File: config.mk
export PLATFORM = sky130hd
export DESIGN_NAME = uart_wb_host
export DESIGN_NICKNAME = d
export VERILOG_FILES = /design/src/rtl/uart_wb_pkg.sv /design/src/rtl/uart_wb_cycle.sv /design/src/rtl/uart_wb_host.sv
export SDC_FILE = /design/constraint.sdc
export NUM_CORES = 1
export LEC_CHECK = 0
export BUFFER_PORTS_ARGS = -buffer_cell sky130_fd_sc_hd__buf_2
export CAP_MARGIN = 40
export CORE_UTILIZATION = 30
export CTS_BUF_LIST = sky130_fd_sc_hd__clkbuf_16
export CTS_CLUSTER_DIAMETER = 60
export DETAILED_ROUTE_END_ITERATION = 12
export PLACE_DENSITY = 0.61
export RECOVER_POWER = 100
export SKIP_LAST_GASP = 1
export SLEW_MARGIN = 20
export SYNTH_ARGS = -nofsm -noshare
export SYNTH_HDL_FRONTEND = slang
export SYNTH_SLANG_ARGS = --single-unit
File: constraint.sdc
create_clock -name clk -period 4 [get_ports clk]
set_input_delay 0.4 -clock clk [delete_from_list [all_inputs] [get_ports clk]]
set_output_delay 0.4 -clock clk [all_outputs]
set_load 0.05 [all_outputs]
File: src/rtl/uart_wb_pkg.sv
// Shared constants for the UART Wishbone host: 16550 register map,
// LSR bit positions and the sequencer state encoding.
package uart_wb_pkg;

    localparam logic [2:0] ADR_RBR_THR = 3'd0;
    localparam logic [2:0] ADR_IER_DLM = 3'd1;
    localparam logic [2:0] ADR_FCR     = 3'd2;
    localparam logic [2:0] ADR_LCR     = 3'd3;
    localparam logic [2:0] ADR_LSR     = 3'd5;

    localparam int LSR_DR   = 0;
    localparam int LSR_THRE = 5;

    // Index of the last register write in the power-up programming sequence
    localparam logic [2:0] INIT_LAST_STEP = 3'd4;

    typedef enum logic [1:0] {
        S_INIT = 2'd0,
        S_POLL = 2'd1,
        S_RX   = 2'd2,
        S_TX   = 2'd3
    } state_e;

endpackage

File: src/rtl/uart_wb_cycle.sv
// Single-access Wishbone master engine: launches one access per request,
// holds it until ack, and abandons it after ACK_TIMEOUT strobe cycles.
module uart_wb_cycle #(
    parameter int ACK_TIMEOUT = 8
) (
    input  logic       clk,
    input  logic       rst_n,
    input  logic       i_req,
    input  logic       i_we,
    input  logic [2:0] i_adr,
    input  logic [7:0] i_wdat,
    output logic       o_done,
    output logic [7:0] o_rdat,
    output logic       o_timeout,
    output logic [2:0] wb_adr_o,
    output logic [7:0] wb_dat_o,
    input  logic [7:0] wb_dat_i,
    output logic       wb_we_o,
    output logic       wb_stb_o,
    output logic       wb_cyc_o,
    output logic [3:0] wb_sel_o,
    input  logic       wb_ack_i
);

    localparam int CW = (ACK_TIMEOUT > 2) ? $clog2(ACK_TIMEOUT) : 1;

    logic [CW-1:0] r_cnt;
    logic          r_cyc;
    logic          r_stb;
    logic          r_we;
    logic [3:0]    r_sel;
    logic [2:0]    r_adr;
    logic [7:0]    r_dat;
    logic          w_ack;
    logic          w_expire;

    assign w_ack    = r_stb & wb_ack_i;
    assign w_expire = r_stb & ~wb_ack_i & (r_cnt == CW'(ACK_TIMEOUT - 1));

    // Completion is reported combinationally so the sequencer acts on the ack edge itself
    always_comb begin
        o_done    = w_ack | w_expire;
        o_timeout = w_expire;
        if (w_ack) begin
            o_rdat = wb_dat_i;
        end else begin
            o_rdat = 8'h00;
        end
    end

    // Access launch, hold-until-ack and timeout abort; a new access can only start from idle
    always_ff @(posedge clk or negedge rst_n) begin
        if (!rst_n) begin
            r_cyc <= 1'b0;
            r_stb <= 1'b0;
            r_we  <= 1'b0;
            r_sel <= 4'b0000;
            r_adr <= 3'd0;
            r_dat <= 8'h00;
            r_cnt <= '0;
        end else if (r_stb) begin
            if (w_ack || w_expire) begin
                r_cyc <= 1'b0;
                r_stb <= 1'b0;
                r_sel <= 4'b0000;
                r_cnt <= '0;
            end else begin
                r_cnt <= r_cnt + CW'(1);
            end
        end else if (i_req) begin
            r_cyc <= 1'b1;
            r_stb <= 1'b1;
            r_sel <= 4'b0001;
            r_we  <= i_we;
            r_adr <= i_adr;
            r_dat <= i_wdat;
            r_cnt <= '0;
        end else begin
            r_cnt <= '0;
        end
    end

    assign wb_cyc_o = r_cyc;
    assign wb_stb_o = r_stb;
    assign wb_we_o  = r_we;
    assign wb_sel_o = r_sel;
    assign wb_adr_o = r_adr;
    assign wb_dat_o = r_dat;

endmodule

File: src/rtl/uart_wb_host.sv
// Wishbone host for a 16550-style UART: programs the line after reset, then
// polls LSR and shuttles bytes between THR/RBR and valid/ready streams.
module uart_wb_host
    import uart_wb_pkg::*;
#(
    parameter logic [15:0] DIVISOR     = 16'd27,
    parameter logic [7:0]  LCR_VALUE   = 8'h03,
    parameter logic [7:0]  FCR_VALUE   = 8'hC7,
    parameter int          ACK_TIMEOUT = 8
) (
    input  logic       clk,
    input  logic       rst_n,
    output logic [2:0] wb_adr_o,
    output logic [7:0] wb_dat_o,
    input  logic [7:0] wb_dat_i,
    output logic       wb_we_o,
    output logic       wb_stb_o,
    output logic       wb_cyc_o,
    output logic [3:0] wb_sel_o,
    input  logic       wb_ack_i,
    input  logic [7:0] tx_data,
    input  logic       tx_valid,
    output logic       tx_ready,
    output logic [7:0] rx_data,
    output logic       rx_valid,
    input  logic       rx_ready,
    output logic       init_done,
    output logic       bus_err
);

    state_e     r_state;
    logic [2:0] r_step;
    logic       r_init_done;
    logic       r_tx_ready;
    logic [7:0] r_rx_data;
    logic       r_rx_valid;
    logic       r_bus_err;

    logic       w_we;
    logic [2:0] w_adr;
    logic [7:0] w_wdat;
    logic       w_done;
    logic [7:0] w_rdat;
    logic       w_timeout;

    // Access descriptor for the current state; the engine latches it when it launches
    always_comb begin
        w_we   = 1'b0;
        w_adr  = ADR_LSR;
        w_wdat = 8'h00;
        case (r_state)
            S_INIT: begin
                w_we = 1'b1;
                case (r_step)
                    3'd0: begin w_adr = ADR_LCR;     w_wdat = LCR_VALUE | 8'h80; end
                    3'd1: begin w_adr = ADR_RBR_THR; w_wdat = DIVISOR[7:0];      end
                    3'd2: begin w_adr = ADR_IER_DLM; w_wdat = DIVISOR[15:8];     end
                    3'd3: begin w_adr = ADR_LCR;     w_wdat = LCR_VALUE & 8'h7F; end
                    default: begin w_adr = ADR_FCR;  w_wdat = FCR_VALUE;         end
                endcase
            end
            S_POLL: begin
                w_adr = ADR_LSR;
            end
            S_RX: begin
                w_adr = ADR_RBR_THR;
            end
            S_TX: begin
                w_we   = 1'b1;
                w_adr  = ADR_RBR_THR;
                w_wdat = tx_data;
            end
            default: begin
                w_adr = ADR_LSR;
            end
        endcase
    end

    uart_wb_cycle #(
        .ACK_TIMEOUT (ACK_TIMEOUT)
    ) u_cycle (
        .clk       (clk),
        .rst_n     (rst_n),
        .i_req     (1'b1),
        .i_we      (w_we),
        .i_adr     (w_adr),
        .i_wdat    (w_wdat),
        .o_done    (w_done),
        .o_rdat    (w_rdat),
        .o_timeout (w_timeout),
        .wb_adr_o  (wb_adr_o),
        .wb_dat_o  (wb_dat_o),
        .wb_dat_i  (wb_dat_i),
        .wb_we_o   (wb_we_o),
        .wb_stb_o  (wb_stb_o),
        .wb_cyc_o  (wb_cyc_o),
        .wb_sel_o  (wb_sel_o),
        .wb_ack_i  (wb_ack_i)
    );

    // Sequencer and stream handshakes; RX wins over TX and a held rx byte masks DR
    always_ff @(posedge clk or negedge rst_n) begin
        if (!rst_n) begin
            r_state     <= S_INIT;
            r_step      <= 3'd0;
            r_init_done <= 1'b0;
            r_tx_ready  <= 1'b0;
            r_rx_data   <= 8'h00;
            r_rx_valid  <= 1'b0;
            r_bus_err   <= 1'b0;
        end else begin
            r_tx_ready <= 1'b0;
            if (r_rx_valid && rx_ready) begin
                r_rx_valid <= 1'b0;
            end
            if (w_timeout) begin
                r_bus_err <= 1'b1;
            end
            if (w_done) begin
                case (r_state)
                    S_INIT: begin
                        if (r_step == INIT_LAST_STEP) begin
                            r_init_done <= 1'b1;
                            r_state     <= S_POLL;
                        end else begin
                            r_step <= r_step + 3'd1;
                        end
                    end
                    S_POLL: begin
                        if (w_rdat[LSR_DR] && !r_rx_valid) begin
                            r_state <= S_RX;
                        end else if (w_rdat[LSR_THRE] && tx_valid) begin
                            r_state <= S_TX;
                        end else begin
                            r_state <= S_POLL;
                        end
                    end
                    S_RX: begin
                        r_rx_data  <= w_rdat;
                        r_rx_valid <= 1'b1;
                        r_state    <= S_POLL;
                    end
                    S_TX: begin
                        r_tx_ready <= 1'b1;
                        r_state    <= S_POLL;
                    end
                    default: begin
                        r_state <= S_INIT;
                        r_step  <= 3'd0;
                    end
                endcase
            end
        end
    end

    assign init_done = r_init_done;
    assign tx_ready  = r_tx_ready;
    assign rx_data   = r_rx_data;
    assign rx_valid  = r_rx_valid;
    assign bus_err   = r_bus_err;

endmodule

### Word level (Yosys, flattened, before mapping)

Cells that the tools add are included.

| operators by class | value |
|---|---|
| bitwise gates (word level) | 6 |
| reduce and logical (&&, ||, !) cells | 14 |
| $add $sub $neg | 2 |
| $mul | 0 |
| mux-type cells | 23 |
| $lt $le $gt $ge | 0 |
| shift-type cells | 0 |
| eq/ne operators | 10 |
| div/mod/pow operators | 0 |

Operators with widths:

| operator | number |
|---|---|
| 8-bit one-hot mux with 4 select lines | 1 |
| 8-bit one-hot mux with 2 select lines | 1 |
| 2-bit one-hot mux with 3 select lines | 2 |
| 1-bit 2-to-1 mux | 10 |
| 3-bit one-hot mux with 3 select lines | 1 |
| 4-bit 2-to-1 mux | 2 |
| 8-bit 2-to-1 mux | 1 |
| 3-bit by 1-bit adder with 3-bit output (second input constant) | 2 |
| 3-bit by 2-bit == test with 1-bit output (second input constant) | 2 |
| 3-bit == test (second input constant) | 2 |
| 2-bit 2-to-1 mux | 3 |
| 3-bit 2-to-1 mux | 2 |
| 3-bit AND reduction | 2 |
| 2-bit OR reduction | 3 |
| 2-bit == test (second input constant) | 2 |
| 2-bit != test (second input constant) | 2 |
| 2-bit AND reduction | 2 |
| 1-bit bitwise AND | 3 |
| 3-bit by 1-bit == test with 1-bit output (second input constant) | 1 |
| 1-bit logical AND | 3 |
| 3-bit zero test | 1 |
| 2-bit by 1-bit == test with 1-bit output (second input constant) | 1 |
| 2-bit zero test | 1 |
| 1-bit inverter | 2 |
| other kinds (3) | 3 |

| storage, ports and cells | value |
|---|---|
| register bits after elaboration | 38 |
| memory bits (writable) | 0 |
| memory bits (read-only) | 0 |
| memories kept | 0 |
| latch bits | 0 |
| bits of input ports | 21 |

### Longest topological paths before layout

Gate-level depths: netlist of run 1.

| logic depth | value |
|---|---|
| depth in word-level cells | 6 |
| mapped depth | 6 |
| gate-level depth less buffers | 6 |

### Modules after synthesis

From an unflattened synthesis of run 1, not the netlist that was laid out.

| unflattened totals | value |
|---|---|
| cells, all modules | 149 |
| area, all modules | 1771.7 µm² |

By module, submodules not included:

| module | cells each | instances | area each (µm²) |
|---|---|---|---|
| uart_wb_host | 91 | 1 | 957.2 |
| uart_wb_cycle | 58 | 1 | 814.5 |

### Worst setup path before layout of run 1

No wires, ideal clock.

| path | value |
|---|---|
| kind | reg2reg |
| from | reg u_cycle.r_cnt[0] |
| to | reg r_step[1] |
| path slack | 2431 ps |
| arrival | 1445 ps |
| cell stages (with the launch flop) | 6 |
| buffers on the path | 0 |
| period minus slack after synthesis | 1569 ps |
| cells stage by stage | dfrtp_1 ha_1 ha_1 o21a_2 nand3_1 mux2_2 |

| between the ends | value |
|---|---|
| word-level cells in the longest chain between the ends | 4 |

Ends and longest elaborated chain:

| what | line | RTL |
|---|---|---|
| start, declared | uart_wb_cycle.sv:27 | `logic [CW-1:0] r_cnt;` |
| start signal, assigned | uart_wb_cycle.sv:68 | `r_cnt <= r_cnt + CW'(1);` |
| 3-bit == test | uart_wb_cycle.sv:38 | `assign w_expire = r_stb & ~wb_ack_i & (r_cnt == CW'(ACK_TIMEOUT - 1));` |
| 1-bit bitwise AND | uart_wb_cycle.sv:38 |  |
| 1-bit OR | uart_wb_cycle.sv:42 | `o_done = w_ack \| w_expire;` |
| 3-bit AND reduction (no source line) | - |  |
| end signal, assigned | uart_wb_host.sv:126 | `r_step <= r_step + 3'd1;` |
| end, declared | uart_wb_host.sv:32 | `logic [2:0] r_step;` |

Every way passes these cells.
A chain may end at the register's enable or synchronous reset.

### Worst setup path in the final report of run 1

| path | value |
|---|---|
| from | reg u_cycle.r_cnt[0] |
| to | reg r_state[1] |

| between the ends | value |
|---|---|
| word-level cells in the longest chain between the ends | 4 |

Ends and longest elaborated chain:

| what | line | RTL |
|---|---|---|
| 3-bit == test | uart_wb_cycle.sv:38 |  |
| 1-bit bitwise AND | uart_wb_cycle.sv:38 |  |
| 1-bit OR | uart_wb_cycle.sv:42 |  |
| 2-bit AND reduction (no source line) | - |  |
| end signal, assigned | uart_wb_host.sv:104 | `r_state <= S_INIT;` |
| end signal, assigned | uart_wb_host.sv:124 | `r_state <= S_POLL;` |
| end signal, assigned | uart_wb_host.sv:131 | `r_state <= S_RX;` |
| end, declared | uart_wb_host.sv:31 | `state_e r_state;` |

Every way passes these cells.

==> metrics.yaml, run 1 <==
synth.top_cells.by_count: "34 x dfrtp_1, 13 x nand2_1, 12 x ha_1"
critPathKind: "reg -> reg"
synth_enable_flop_cells: 0
dp_hpwl_um: 2360
wl_met3_um: 228
clkTransAtPathRegs_ps: 50
floorplan_die_width_um: 76.0
num_antenna_cells: 0
die_y_um: 76.0
cts_tree: "yes"
via_count_of_the_first_global_routing_pass: 1131
syn-instance-count: 146
antenna_found_initial: 0
synth.yosys.warnings: 0
nature_of_the_critical_path_endpoint: "flop"
num_rows: 26
cts-root-buf: "clkbuf_16"
fin_nets: 227
die_area_um2: 5770
route.top_layer_used: "met4"
syn-cell-area_um2: 1640
timing.final.max_slew_violations: 0
critPathLaunchType: "flop"
synth_async_sr_flop_share_pct: 100
layout.core_utilization_pct: 39.1
worst_slew_pin_slew_ps: 1230
post_cts_resized: 0
max-cap-violations: 0
post_route_clock_skew_ps: 3.05
layout_cell_share_with_drive_strength_beyond_1_pct: 15.9
grt_usage_pct: 11.9
fin_setup_tns_ps: 0
timing.final.setup_violations: 0
yosysUniqueCellTypes: 39
timing.critical_path.arrival_ps: 1870
holdBufCountCts: 0
cts_setup_buffers: 0
multi_input_comb_area_um2: 662
initialDrtViolationCount: 77
peak_clock_frequency_supported_by_timing_mhz: 585
slew_headroom_pct: 18.0
remaining_drc_errors: 0
report.final.hold_viol_count: 0
core_um2: 5170
placement.io_buffers: 47
worstSkewPairLatency_ps: 280
area_delta_synth_final_pct: 23.2
floorplan.initialDensity_pct: 31.7
grt_first_pass_wirelength_um: 5400
finalInstanceArea_um2: 2020
seq_area_um2: 851
wl_met2_um: 1460
hp-class: "in -> async"
synth.largest_area_cell: "dfrtp_1"
seq_area_frac_synth_pct: 51.8
critical_path.max_fanout: 4
final.period_utilization_pct: 42.7
grt_start_max_net_pins: 35
gpl.final_weighted_congestion: 0.817
numCtsBuffers: 5
synth_most_common_cell: "dfrtp_1"
unrepaired_setup_endpoints_after_global_routing: "false"
firstDrtPassIters: 4
cts_num_sinks: 34
vias: 1222
synthTopCellsByArea: "dfrtp_1 52%, ha_1 9.1%, a22o_1 5.3%, nand2_1 3.0%, inv_1 2.5%"
fillCellCount: 526
h_tree_level_count: 2
yosys_register_bits: 34
grt.overflow.total: 0
route.detailed.wl_per_inst_um: 12.3
detail-route-antenna-nets: 0
drt_wl_total_um: 3260
vias_per_cell: 4.61
cts.path.max_buffers: 2
outcome: "finished clean"
worst_ir_drop_vdd_v: 0.000205
ys.flop_type: "dfrtp_1"
p_leak_nw: 0.964
final_period_minus_worst_setup_slack_ps: 1710
detail_route.wirelength.met1_um: 1530
cp_data_required_time_ps: 4160
syn_area_per_cell_um2: 11.2
dpl_cell_area_um2: 1890
top_ports: 51
synth_top_area_share_pct: 51.8
power-per-cell-area_nw_per_um2: 710
cells in the final DEF (no fill, tap or decap), types with 2 or more instances in the layout:
master	instances
nand2_1	14
conb_1	3
ha_1	12
a221oi_1	4
o211ai_1	2
a21oi_1	6
clkbuf_16	5
o21bai_1	2
buf_2	19
nand3_1	2
inv_1	12
clkbuf_1	30
mux2_2	3
a22o_1	10
o21ai_0	6
dfrtp_1	34
nor2_1	4
a21o_1	2
and2_0	3
o41ai_1	2
nor2b_1	2
clkinvlp_4	2
a211oi_1	2
report_power, final:
part / leakage [nW] / switching (W) / internal (W)
registers: 0.443 / 0.0000549 / 0.000423
clock network: 0.0760 / 0.000138 / 0.000293
logic: 0.445 / 0.000383 / 0.000145
total: 0.964 / 0.000576 / 0.000861
through the flow:
step | hold WS, ps | power (W) | instances | worst slack (ps)
finish | 85.2 | 0.00144 | 265 | 2290
global route | 152 | 0.00152 | 265 | 1960
CTS | 225 | 0.00148 | 263 | 1980
detailed placement | 433 | 0.00104 | 255 | 2090
global placement | 429 | 0.00103 | 255 | 2170
floorplan | 104 | 0.000915 | 148 | 2430
worst max-delay path, cell delays in order, from the launching register on:
cell     delay (ps)
dfrtp_1         340
ha_1            150
ha_1            210
o21a_1          200
inv_1            90
a21oi_1         230
mux2_2          360
flip-flops by register name, indices dropped and copies added, names as in the netlist:
signal / cells
rx_data: 8
u_cycle.wb_dat_o: 8
r_step: 3
u_cycle.r_cnt: 3
u_cycle.wb_adr_o: 3
r_state: 2
bus_err: 1
init_done: 1
rx_valid: 1
tx_ready: 1
u_cycle.wb_sel_o: 1
u_cycle.wb_stb_o: 1
u_cycle.wb_we_o: 1
cell families after synthesis:
group	share of synthesized area, %
AO/OA/AOI/OAI	17.7
flip-flops	51.8
AND/OR/NAND/NOR	10.4
XOR/XNOR	0.534
other	0.228
buffers and inverters	7.55
adder cells (fa/ha/maj)	9.15
multiplexers	2.67
routing by layer:
metal / GRT usage (%) / up-vias
met5: 0 / -
li1: - / 600
met2: 18.1 / 36
met4: 4.62 / 0
met1: 15.3 / 581
met3: 4.55 / 5
worst paths after layout:
| kind | from | end | slack (ps) | cells after the start |
|---|---|---|---|---|
| hold / removal | rst_n | u_cycle.wb_adr_o[0]$_DFFE_PN0N_ | 90 | 1 |
| setup reg to reg | u_cycle.r_cnt[0]$_DFF_PN0_ | r_state[1]$_DFFE_PN0P_ | 2290 | 6 |
| min in group clk | rx_ready | rx_valid$_DFF_PN0_ | 310 | 2 |
| setup / recovery | u_cycle.r_cnt[0]$_DFF_PN0_ | r_state[1]$_DFFE_PN0P_ | 2290 | 6 |
| hold reg to reg | u_cycle.r_cnt[0]$_DFF_PN0_ | u_cycle.r_cnt[0]$_DFF_PN0_ | 430 | 1 |
| max in group asynchronous | rst_n | u_cycle.wb_stb_o$_DFF_PN0_ | 2400 | 2 |
final cells by class:
cell class | count | share of cell area (%)
flip-flops and latches | 34 | 42.1
multi-input cells | 92 | 32.7
well taps | 70 | 4.33
clock buffers | 5 | 6.18
clock inverters | 3 | 2.23
inverters | 12 | 2.23
repair buffers | 49 | 10.3
Power figures use the tool's default switching activity.
==> inputs of run 2 (changes only) <==
--- a/config.mk
+++ b/config.mk
@@ -5,13 +5,14 @@
 export SDC_FILE = /design/constraint.sdc
 export NUM_CORES = 1
 export LEC_CHECK = 0
+export ABC_AREA = 1
 export BUFFER_PORTS_ARGS = -buffer_cell sky130_fd_sc_hd__buf_2
 export CAP_MARGIN = 40
 export CORE_UTILIZATION = 30
 export CTS_BUF_LIST = sky130_fd_sc_hd__clkbuf_16
 export CTS_CLUSTER_DIAMETER = 60
 export DETAILED_ROUTE_END_ITERATION = 12
-export PLACE_DENSITY = 0.61
+export PLACE_DENSITY = 0.62
 export RECOVER_POWER = 100
 export SKIP_LAST_GASP = 1
 export SLEW_MARGIN = 20
==> constraint.sdc (replaced) <==
create_clock -name clk -period 1.5 [get_ports clk]
set_input_delay 0.15 -clock clk [delete_from_list [all_inputs] [get_ports clk]]
set_output_delay 0.15 -clock clk [all_outputs]
set_load 0.05 [all_outputs]
==> run 2 against run 1 <==
Sequential power rose to 3.0 times the previous value. Synthesized cell count rose by 32%. Hold slack got worse by 29 ps. Via count rose by 15%. Setup slack got worse by 2200 ps. Critical path type is now reg -> out. Synthesized area rose by 3.5%. Largest cell class unchanged. Global-route usage rose by 1.3 points. Highest routed layer unchanged.
==> metrics.yaml, run 2 <==
seq_area_frac_synth_pct: 50.1
maximum_cell_stage_delay_along_the_critical_path_ps: 560
critPathLaunchType: "flop"
fin_setup_tns_ps: 0
core_um2: 5470
post_route_clock_skew_ps: 1.94
synth.yosys.warnings: 0
timing.final.max_slew_violations: 0
final_period_minus_worst_setup_slack_ps: 1450
use_met1_pct: 15.5
timing.final.setup_violations: 0
synth.largest_area_cell: "dfrtp_1"
cts-root-buf: "clkbuf_16"
worst_r2r_path_depth: 6
numCtsBuffers: 5
floorplan_die_width_um: 77.3
h_tree_level_count: 2
worstSkewPairLatency_ps: 270
syn_area_per_cell_um2: 8.85
grt_first_pass_wirelength_um: 6130
firstDrtPassIters: 4
gr_util_met2_pct: 22.0
path_cells: "buf_4 -> buf_2"
p_leak_nw: 1.13
critical_path.max_fanout: 9
critPathKind: "reg -> out"
whs_endpoint: "rx_valid$_DFF_PN0_"
timing.critical_path.arrival_ps: 1300
ys.flop_type: "dfrtp_1"
grt_start_max_net_pins: 21
max-cap-violations: 0
area_delta_synth_final_pct: 28.9
fillCellCount: 601
yosys_register_bits: 34
floorplan.initialDensity_pct: 31.0
final.period_utilization_pct: 96.4
synthTopCellsByArea: "dfrtp_1 50%, nand2_1 15%, ha_1 8.8%, o21ai_0 3.5%, inv_1 3.3%"
mostFrequentLayoutCell: "nand2_1"
regToRegStartpoint: "u_cycle.r_cnt[0]$_DFF_PN0_"
num_antenna_cells: 0
synth_enable_flop_cells: 0
num_rows: 27
gpl.final_weighted_congestion: 0.762
top_ports: 51
vias_per_cell: 4.34
cts_num_sinks: 34
power-per-cell-area_nw_per_um2: 2190
syn-cell-area_um2: 1700
cts.path.max_buffers: 2
yosysUniqueCellTypes: 26
drt_wl_total_um: 3530
die_y_um: 77.3
detail-route-antenna-nets: 0
peak_clock_frequency_supported_by_timing_mhz: 691
nature_of_the_critical_path_endpoint: "primary output"
via_count_of_the_first_global_routing_pass: 1372
r2r_endpoint: "rx_data[0]$_DFFE_PN0P_"
grt.busiest_layer: "met2"
grt.overflow.total: 0
critical-path-top-delay-family: "flip-flops"
slew_headroom_pct: 59.6
hp-class: "in -> reg"
route.detailed.wl_per_inst_um: 10.8
min-delay-start: "rx_ready"
report.final.hold_viol_count: 0
placement.io_buffers: 47
timing.critical_path.slowest_stage_cell: "dfrtp_1"
clkTransAtPathRegs_ps: 50
antenna_found_initial: 0
dp_hpwl_um: 2670
outcome: "finished clean"
synth_most_common_cell: "nand2_1"
grt_usage_pct: 13.2
dpl_cell_area_um2: 2040
cp_data_required_time_ps: 1350
cp.buffers_inverters: 2
worst_slew_pin_slew_ps: 609
gr-usage-met3_pct: 3.10
worstHoldPathCells: 2
synth.top_cells.by_count: "66 x nand2_1, 34 x dfrtp_1, 15 x inv_1"
layout_cell_share_with_drive_strength_beyond_1_pct: 20.2
fin_nets: 285
synth_top_area_share_pct: 50.1
remaining_drc_errors: 0
setup.reg_to_reg.worst_slack_ps: 100
worst_ir_drop_vdd_v: 0.000812
vias: 1411
initialDrtViolationCount: 50
syn-instance-count: 192
most_frequent_cells_in_the_layout: "66 x nand2_1, 34 x dfrtp_1, 29 x clkbuf_1"
synth_async_sr_flop_share_pct: 100
unrepaired_setup_endpoints_after_global_routing: "false"
die_area_um2: 5970
cts_tree: "yes"
finalInstanceArea_um2: 2190
-- run 2: cell types whose count changed after synthesis, sizes merged, moves of 3 or more --
cell,delta
nor2,+4
a21oi,-5
inv,+6
o21ai,+17
mux2,-3
nand3,+11
and2,-3
a22o,-10
nand2,+54
a221oi,-4
-- run 2: what timing repair did --
action	CTS	global route
hold buffers	1	0
buffers inserted	0	1
hold endpoints to repair	18	0
resized for setup	0	4
endpoints found under the setup margin	0	15
-- run 2: per-layer routing --
metal / wire length [µm] / part of all wire (%)
met4: 69 / 2.0
met1: 1640 / 47
met5: 0 / 0
met2: 1650 / 47
met3: 163 / 4.6
-- run 2: worst max path at each step --
stage | start | end | slack [ps] | cells past startpoint
final | u_cycle.wb_stb_o$_DFF_PN0_ | wb_stb_o | 50 | 2
after floorplan | u_cycle.r_cnt[0]$_DFF_PN0_ | r_step[0]$_DFFE_PN0P_ | 150 | 6
after CTS | u_cycle.wb_stb_o$_DFF_PN0_ | wb_stb_o | 60 | 2
after detailed placement | u_cycle.r_cnt[0]$_DFF_PN0_ | rx_data[2]$_DFFE_PN0P_ | 80 | 6
after global routing | u_cycle.r_cnt[0]$_DFF_PN0_ | r_step[2]$_DFFE_PN0P_ | 4 | 7
after global placement | u_cycle.r_cnt[0]$_DFF_PN0_ | rx_data[4]$_DFFE_PN0P_ | 120 | 6
-- run 2: where the power goes --
part,switching [W],internal [W]
Clock,0.000358,0.000776
Sequential,0.000205,0.00124
Combinational,0.00169,0.000537
-- run 2: stage by stage --
step                      utilization, %  power [W]  hold slack [ps]  worst slack, ps  std cells
after floorplan                        -    0.00322             -146              153        194
after global placement              37.3    0.00374              123              122        314
after detailed placement            37.3    0.00377              127             78.9        314
after CTS                           40.5    0.00494             53.0             61.8        323
after global routing                40.0    0.00518             75.8             4.01        325
final                               40.0    0.00480             56.1             53.5        325
-- run 2: final cells by class --
cell class              instances  area [µm²]  share of cell area [%]
clock buffers                   5         125                    5.71
clock inverters                 3        40.0                    1.83
well taps                      72        90.1                    4.11
inverters                      19        72.6                    3.31
multi-input cells             132         722                    33.0
repair buffers                 60         290                    13.2
flip-flops and latches         34         851                    38.8
-- run 2: kinds of logic after synthesis --
kind of cell               synth area share [%]
adders and majority gates                  8.84
buffers and inverters                      8.17
xor gates and xnor gates                  0.958
other                                     0.221
and+or+nand+nor                            22.7
AOI/OAI and AO/OA                          9.06
DFF                                        50.1
